`src/rtl/rshift_mux_unit.sv`:
```
// Registered barrel right-shift/rotate unit built from 2:1 bit muxes and 3:1 fill muxes.
// Define ROR_EN to build rotate-right for SETPIN=00; otherwise SETPIN=00 acts as SRL.

module rshift_mux2 (
    input  logic sel,
    input  logic in0,
    input  logic in1,
    output logic out
);
    assign out = sel ? in1 : in0;
endmodule

module rshift_fill_mux3 (
    input  logic [1:0] sel,
    input  logic       in0,
    input  logic       in1,
    input  logic       in2,
    output logic       out
);
    always_comb begin
        out = in1;
        case (sel)
            2'b00:   out = in0;
            2'b11:   out = in2;
            default: out = in1;
        endcase
    end
endmodule

module rshift_mux_unit #(
    parameter int WIDTH = 8
) (
    input  logic             CLK,
    input  logic             RESET,
    input  logic             IN_VALID,
    input  logic [WIDTH-1:0] DATA1,
    input  logic [WIDTH-1:0] DATA2,
    input  logic [1:0]       SETPIN,
    output logic             OUT_VALID,
    output logic [WIDTH-1:0] OUTPUT
);
    localparam int LOG = $clog2(WIDTH);

    logic [WIDTH-1:0] stage [LOG+1];
    logic             hi;
    logic             is_ror;
    logic             is_sra;
    logic [WIDTH-1:0] result;

    assign stage[0] = DATA1;
    assign hi       = |DATA2[WIDTH-1:LOG];
    assign is_sra   = (SETPIN == 2'b11);
`ifdef ROR_EN
    assign is_ror   = (SETPIN == 2'b00);
`else
    assign is_ror   = 1'b0;
`endif

    for (genvar k = 0; k < LOG; k++) begin : g_layer
        localparam int SH = 1 << k;
        for (genvar i = 0; i < WIDTH; i++) begin : g_bit
            logic src;
            if (i + SH < WIDTH) begin : g_inner
                assign src = stage[k][i+SH];
            end else begin : g_fill
`ifdef ROR_EN
                rshift_fill_mux3 u_fill (
                    .sel (SETPIN),
                    .in0 (stage[k][i+SH-WIDTH]),
                    .in1 (1'b0),
                    .in2 (stage[k][WIDTH-1]),
                    .out (src)
                );
`else
                // No wrap wiring: SETPIN=00 selects the constant-zero in0
                rshift_fill_mux3 u_fill (
                    .sel (SETPIN),
                    .in0 (1'b0),
                    .in1 (1'b0),
                    .in2 (stage[k][WIDTH-1]),
                    .out (src)
                );
`endif
            end
            rshift_mux2 u_mux (
                .sel (DATA2[k]),
                .in0 (stage[k][i]),
                .in1 (src),
                .out (stage[k+1][i])
            );
        end
    end

    // Out-of-range shift amounts saturate; rotate just uses the low bits
    always_comb begin
        result = stage[LOG];
        if (hi && !is_ror)
            result = {WIDTH{is_sra & DATA1[WIDTH-1]}};
    end

    always_ff @(posedge CLK) begin
        if (!RESET) begin
            OUTPUT    <= '0;
            OUT_VALID <= 1'b0;
        end else begin
            OUT_VALID <= IN_VALID;
            if (IN_VALID)
                OUTPUT <= result;
        end
    end
endmodule

```
`config.mk`:
```
export PLATFORM = sky130hd
export DESIGN_NAME = rshift_mux_unit
export DESIGN_NICKNAME = d
export VERILOG_FILES = /design/src/rtl/rshift_mux_unit.sv
export SDC_FILE = /design/constraint.sdc
export NUM_CORES = 1
export LEC_CHECK = 0
export ABC_AREA = 1
export ABC_CLOCK_PERIOD_IN_PS = 900
export CORE_MARGIN = 2
export CORE_UTILIZATION = 37
export CTS_CLUSTER_DIAMETER = 100
export CTS_CLUSTER_SIZE = 20
export DETAILED_ROUTE_END_ITERATION = 6
export HOLD_SLACK_MARGIN = 0.1
export PLACE_DENSITY = 0.79
export REMOVE_ABC_BUFFERS = 1
export SYNTH_ARGS = -nofsm -noshare
export SYNTH_HDL_FRONTEND = slang
export SYNTH_SLANG_ARGS = --single-unit
```
`constraint.sdc`:
```
create_clock -name CLK -period 0.9 [get_ports CLK]
set_clock_uncertainty 0.1 [all_clocks]
set_input_delay 0.09 -clock CLK [delete_from_list [all_inputs] [get_ports CLK]]
set_output_delay 0.09 -clock CLK [all_outputs]
set_load 0.01 [all_outputs]
```
Word-level counts from Yosys, hierarchy flattened. Index checks and enable logic that the tools add are counted.

Bits in registers: 9. Output and inout port bits: 9. Logic and storage cells: 33. Input port bits: 21.

Reduce and logical (&&, ||, !) cells: 1. Bitwise operators: 1. Mux-type cells: 28. Eq/ne operators: 1.

Operators with widths (number): two-way mux 1 bit (27); two-way mux 8 bit (1); OR reduction 5 bit (1); equality test 2 bit (second input constant) (1); AND 1 bit (1).

Longest topological paths before layout.
Word-level depth: 8. Gate-level depth with buffers: 10. Depth with buffers taken out: 9.

Modules after synthesis. A second synthesis with hierarchy kept.

Cells, all modules: 242. Area, all modules: 1263.7 um2.

By module, submodules not included: rshift_mux_unit (area each 491.7 um2, cells an instance 69, instances 1, sequential area each 180.2 um2); rshift_fill_mux3 (area each 58.8 um2, cells an instance 11, instances 7, sequential area each 0.0 um2); rshift_mux2 (area each 15.0 um2, cells an instance 4, instances 24, sequential area each 0.0 um2).

Worst setup path before layout. Ideal clock, no wire load.

Path type: in2reg. From: input port DATA2[6]. To: register OUTPUT[1]. Data arrival time: 0.690 ns. Setup time: 0.109 ns. Path buffers: 0. Path slack: 0.001 ns. Data required time: 0.691 ns. Stages: 6. Cells stage by stage: nor2_2 > nand3_4 > a21oi_4 > nand3_1 > nand2_1 > inv_1.

Word-level cells in the longest chain between the ends: 2.

Ends and longest elaborated chain: from (decl) (RTL line 37) `input logic [WIDTH-1:0] DATA2,`; OR reduction 5 bit (RTL line 51) `assign hi = |DATA2[WIDTH-1:LOG];`; two-way mux 8 bit (RTL line 97) `if (hi && !is_ror)`; to (signal assigned) (RTL line 108) `OUTPUT <= result;`; to (decl) (RTL line 40) `output logic [WIDTH-1:0] OUTPUT`.

No other way between the ends. A chain may end at the register's enable or synchronous reset.

Final worst setup path.
From: register OUTPUT[6]. To: output port OUTPUT[6].

No word-level cell between the ends.

==> summary.md <==
| Metric | Value |
|---|---|
| Run status | finished, final reports clean |
| CTS tree | built |
| Overall via count from detail_route | 907 |
| Hpwl dp | approximately 1500 um |
| Hold violation total from the final report | 0 |
| Root Driver | clkbuf_4 |
| Cell depth of the worst min-delay path | 3 |
| Post-detailed-route count of antenna-violating nets | 0 |
| Ant diodes | 0 |
| Gate count after technology mapping | 116 |
| Post-synthesis sequential area ratio | 24.74% |
| Core area | 1902 um^2 |
| Crit path arrival time | 0.70 ns |
| RSZ-0062 raised after global routing | true |
| Overflow after GRT | 0 |
| Synth-to-layout area growth | 60.65% |
| Vias/cell | slightly below 5 |
| Fillers | between 150 and 200 |
| Overall die height | roughly 48 um |
| Sinks on the clock net | 9 |
| EDFF count, synth | 0 |
| Crit. End Element | primary output |
| Count of unresolved DRC violations after routing | 0 |
| Main combinational cell family by area after synthesis | simple AND/OR/NAND/NOR gates |
| Power per Cell Area | 965.6 nW/um^2 |
| Cells along the critical path | buf_6 |
| Number of buffers inserted by post-CTS setup repair | 0 |
| Initial antenna violation count | 0 |
| Maximum root-to-sink buffer count | 2 |
| Mean instance size in the synthesized netlist | around 6.3 um^2 |
| Area share of the largest cell type after synthesis | 24.74% |
| Cts bufs inserted | 3 |
| Utilization after layout | approximately 62% |
| Cell family contributing the most delay on the critical path | flip-flops |
| Sum Neg Setup Slack | 0 ns |
| Largest stage delay on the critical path | 0.33 ns |
| Proportion of synthesized flip-flops having asynchronous set or reset | 0% |
| Port bufs | 29 |
| Worst skew pair latency | 0.26 ns |
| Slew Limit Fails | 0 |
| Buf+Inv Stages, Crit Path | 1 |
| Clock H-tree levels | 1 |
| Gpl congestion | ~0.8 |
| Highest-delay cell along the critical path | dfxtp_2 |
| Starting density of the core | 38.29% |
| Library cell with the largest summed area after synthesis | dfxtp_1 |
| Worst Setup Slack, final | 0.007250 ns |
| Fin crit share | 99.19% |
| Most numerous cell in the Yosys netlist | nand2_1 |
| Worst Max-Slew Pin Slew | ~0.22 ns |
| Starting DRC count in detailed routing | 16 |
| Peak fanout along the critical path | 2 |
| Depth of the critical timing path with buffers and inverters included | 1 |
| Min Tclk post-route | 0.8927 ns |
| Classification of the worst-slack hold path | primary input to flop |
| Cell types with the largest area share after synthesis | dfxtp_1 25%, nand2_1 24%, nand3_1 9.6%, nand3_2 6.9%, inv_1 4.1% |
| Width of the die | 48.37 um |
| Largest net degree at the start of global routing | 10 |
| Final worst hold slack | 0.01731 ns |
| Required time worst endpoint | a little over 0.7 ns |
| Top flip-flop cell by instance count after synthesis | dfxtp_1 |
| Final wirelength | 2150 um |
| Leakage power | ~0.60 nW |
| Type of the worst setup path | flop to primary output |
| Crit path launch type | flop |
| Clock input transition at the sequential cells of the worst setup and hold paths | 0.06 ns |
| Max cap viols | 0 |
| TritonRoute pass-1 iters | 4 |
| Share of the synthesized area in compound gates (AO/OA/AOI/OAI) | slightly above 10% |
| Pre-CTS setup slack | -0.5700 ns |
| Adder-Cell Fraction of Synth Area | 0% |
| Via count of the first global-routing pass | 919 |
| Die Footprint | approximately 2300 um^2 |
| Proportion of layout cells with a drive suffix above 1 | 45.22% |
| Synth Cell Area | 728.2 um^2 |
| Worst-case reg-to-reg path depth | 2 |
| Number of different library cells in the post-synthesis netlist | 21 |
| Number of buffers added to fix hold violations after cts | 0 |
| Portion of netlist area occupied by mux cells | 0% |
| Io pins | 30 |
| Maximum clock rate | 1120 MHz |
| Leading cell types by count after synthesis | 47 x nand2_1, 14 x nand3_1, 9 x dfxtp_1 |
| Seq cells post-synth | 9 |
| Average wire per cell in the routed design | 11.68 um |
| Number of endpoints failing setup at the final stage | 0 |
| Overall fraction of global-route tracks in use | 18.97% |
| Slew Limit Headroom | 84.85% |
| Simple-Gate Fraction of Synth Area | 53.78% |
| First-pass GRT wire length | 3650 um |
| VDD IR max | a little under 0.9 mV |
| Parity-gate share of the synthesized area counting xor and xnor cells | 0% |
| Std-Cell Rows | 16 |
| Final layout net count | 179 |
| Synthesis warning total | 0 |
-- report_power, final --
part / switching (mW) / internal, mW
sequential: 0.0124 / 0.421
combinational: 0.203 / 0.178
clock: 0.144 / 0.171
total: 0.359 / 0.770
-- logic make-up after synthesis --
| kind of cell | Yosys count |
|---|---|
| AND/OR/NAND/NOR | 81 |
| buffers and inverters | 15 |
| AO/OA/AOI/OAI | 11 |
| flip-flops | 9 |
-- state kept, by name (all words and copies together) (netlist names) --
signal     count
OUTPUT         8
OUT_VALID      1
-- path summary, 6_finish.rpt --
check / start / end / slack [ns]
max: OUTPUT[6]$_SDFFE_PN0P_ / OUTPUT[6] / 0.007
min: RESET / OUT_VALID$_SDFF_PN0_ / 0.02
max reg2reg: OUTPUT[2]$_SDFFE_PN0P_ / OUTPUT[2]$_SDFFE_PN0P_ / 0.10
min reg2reg: OUTPUT[7]$_SDFFE_PN0P_ / OUTPUT[7]$_SDFFE_PN0P_ / 0.37
-- area by class of cell --
cell class	instances	area, um^2	share of cell area [%]
tap	27	33.78	2.888
timing repair buffer	39	344.1	29.41
clock buffer	4	26.28	2.246
timing repair inverter	1	6.256	0.5348
inverter	12	55.05	4.706
sequential	9	191.4	16.36
multi-input combinational	92	513.0	43.85
-- placed cells by master (no fill, tap or decap), drive strengths merged --
cell type      n
o21ai          4
nand4          1
dfxtp          9
nor2          12
nand2         48
dlygate4sd2   11
clkbuf         6
nand3         20
dlymetal6s2s   2
inv           13
a21oi          7
buf           24
-- routing by layer --
metal / routed length, um / part of all wire (%) / vias up / GRT usage [%]
met3: 97 / 4.5 / 6 / 5.556
li1: - / - / 451 / -
met4: 34 / 1.6 / 0 / 5.238
met5: 0 / 0 / - / 0
met1: 853 / 40 / 421 / 19.39
met2: 1165 / 54 / 29 / 37.04
-- through the flow --
| step | std cells | total power [mW] | area [um^2] |
|---|---|---|---|
| finish | 184 | 1.130 | 1170 |
| global route | 184 | 1.204 | 1170 |
| CTS | 184 | 1.117 | 1149 |
| detailed placement | 178 | 0.8041 | 1090 |
| global placement | 178 | 0.7982 | 1090 |
| floorplan | 113 | 0.5932 | 698.2 |
-- worst register-to-register path, stage by stage, from the launching register on --
cell     delay, ns
dfxtp_2       0.32
o21ai_0       0.21
a21oi_2       0.06
-- what timing repair did --
action / 4_1_cts / 5_1_grt
pin swaps: 13 / 10
gates resized for setup: 93 / 21
hold endpoints to repair: 0 / 2
setup endpoints to repair: 17 / 17
gates cloned: 2 / 0
Power figures use the tool's default switching activity.
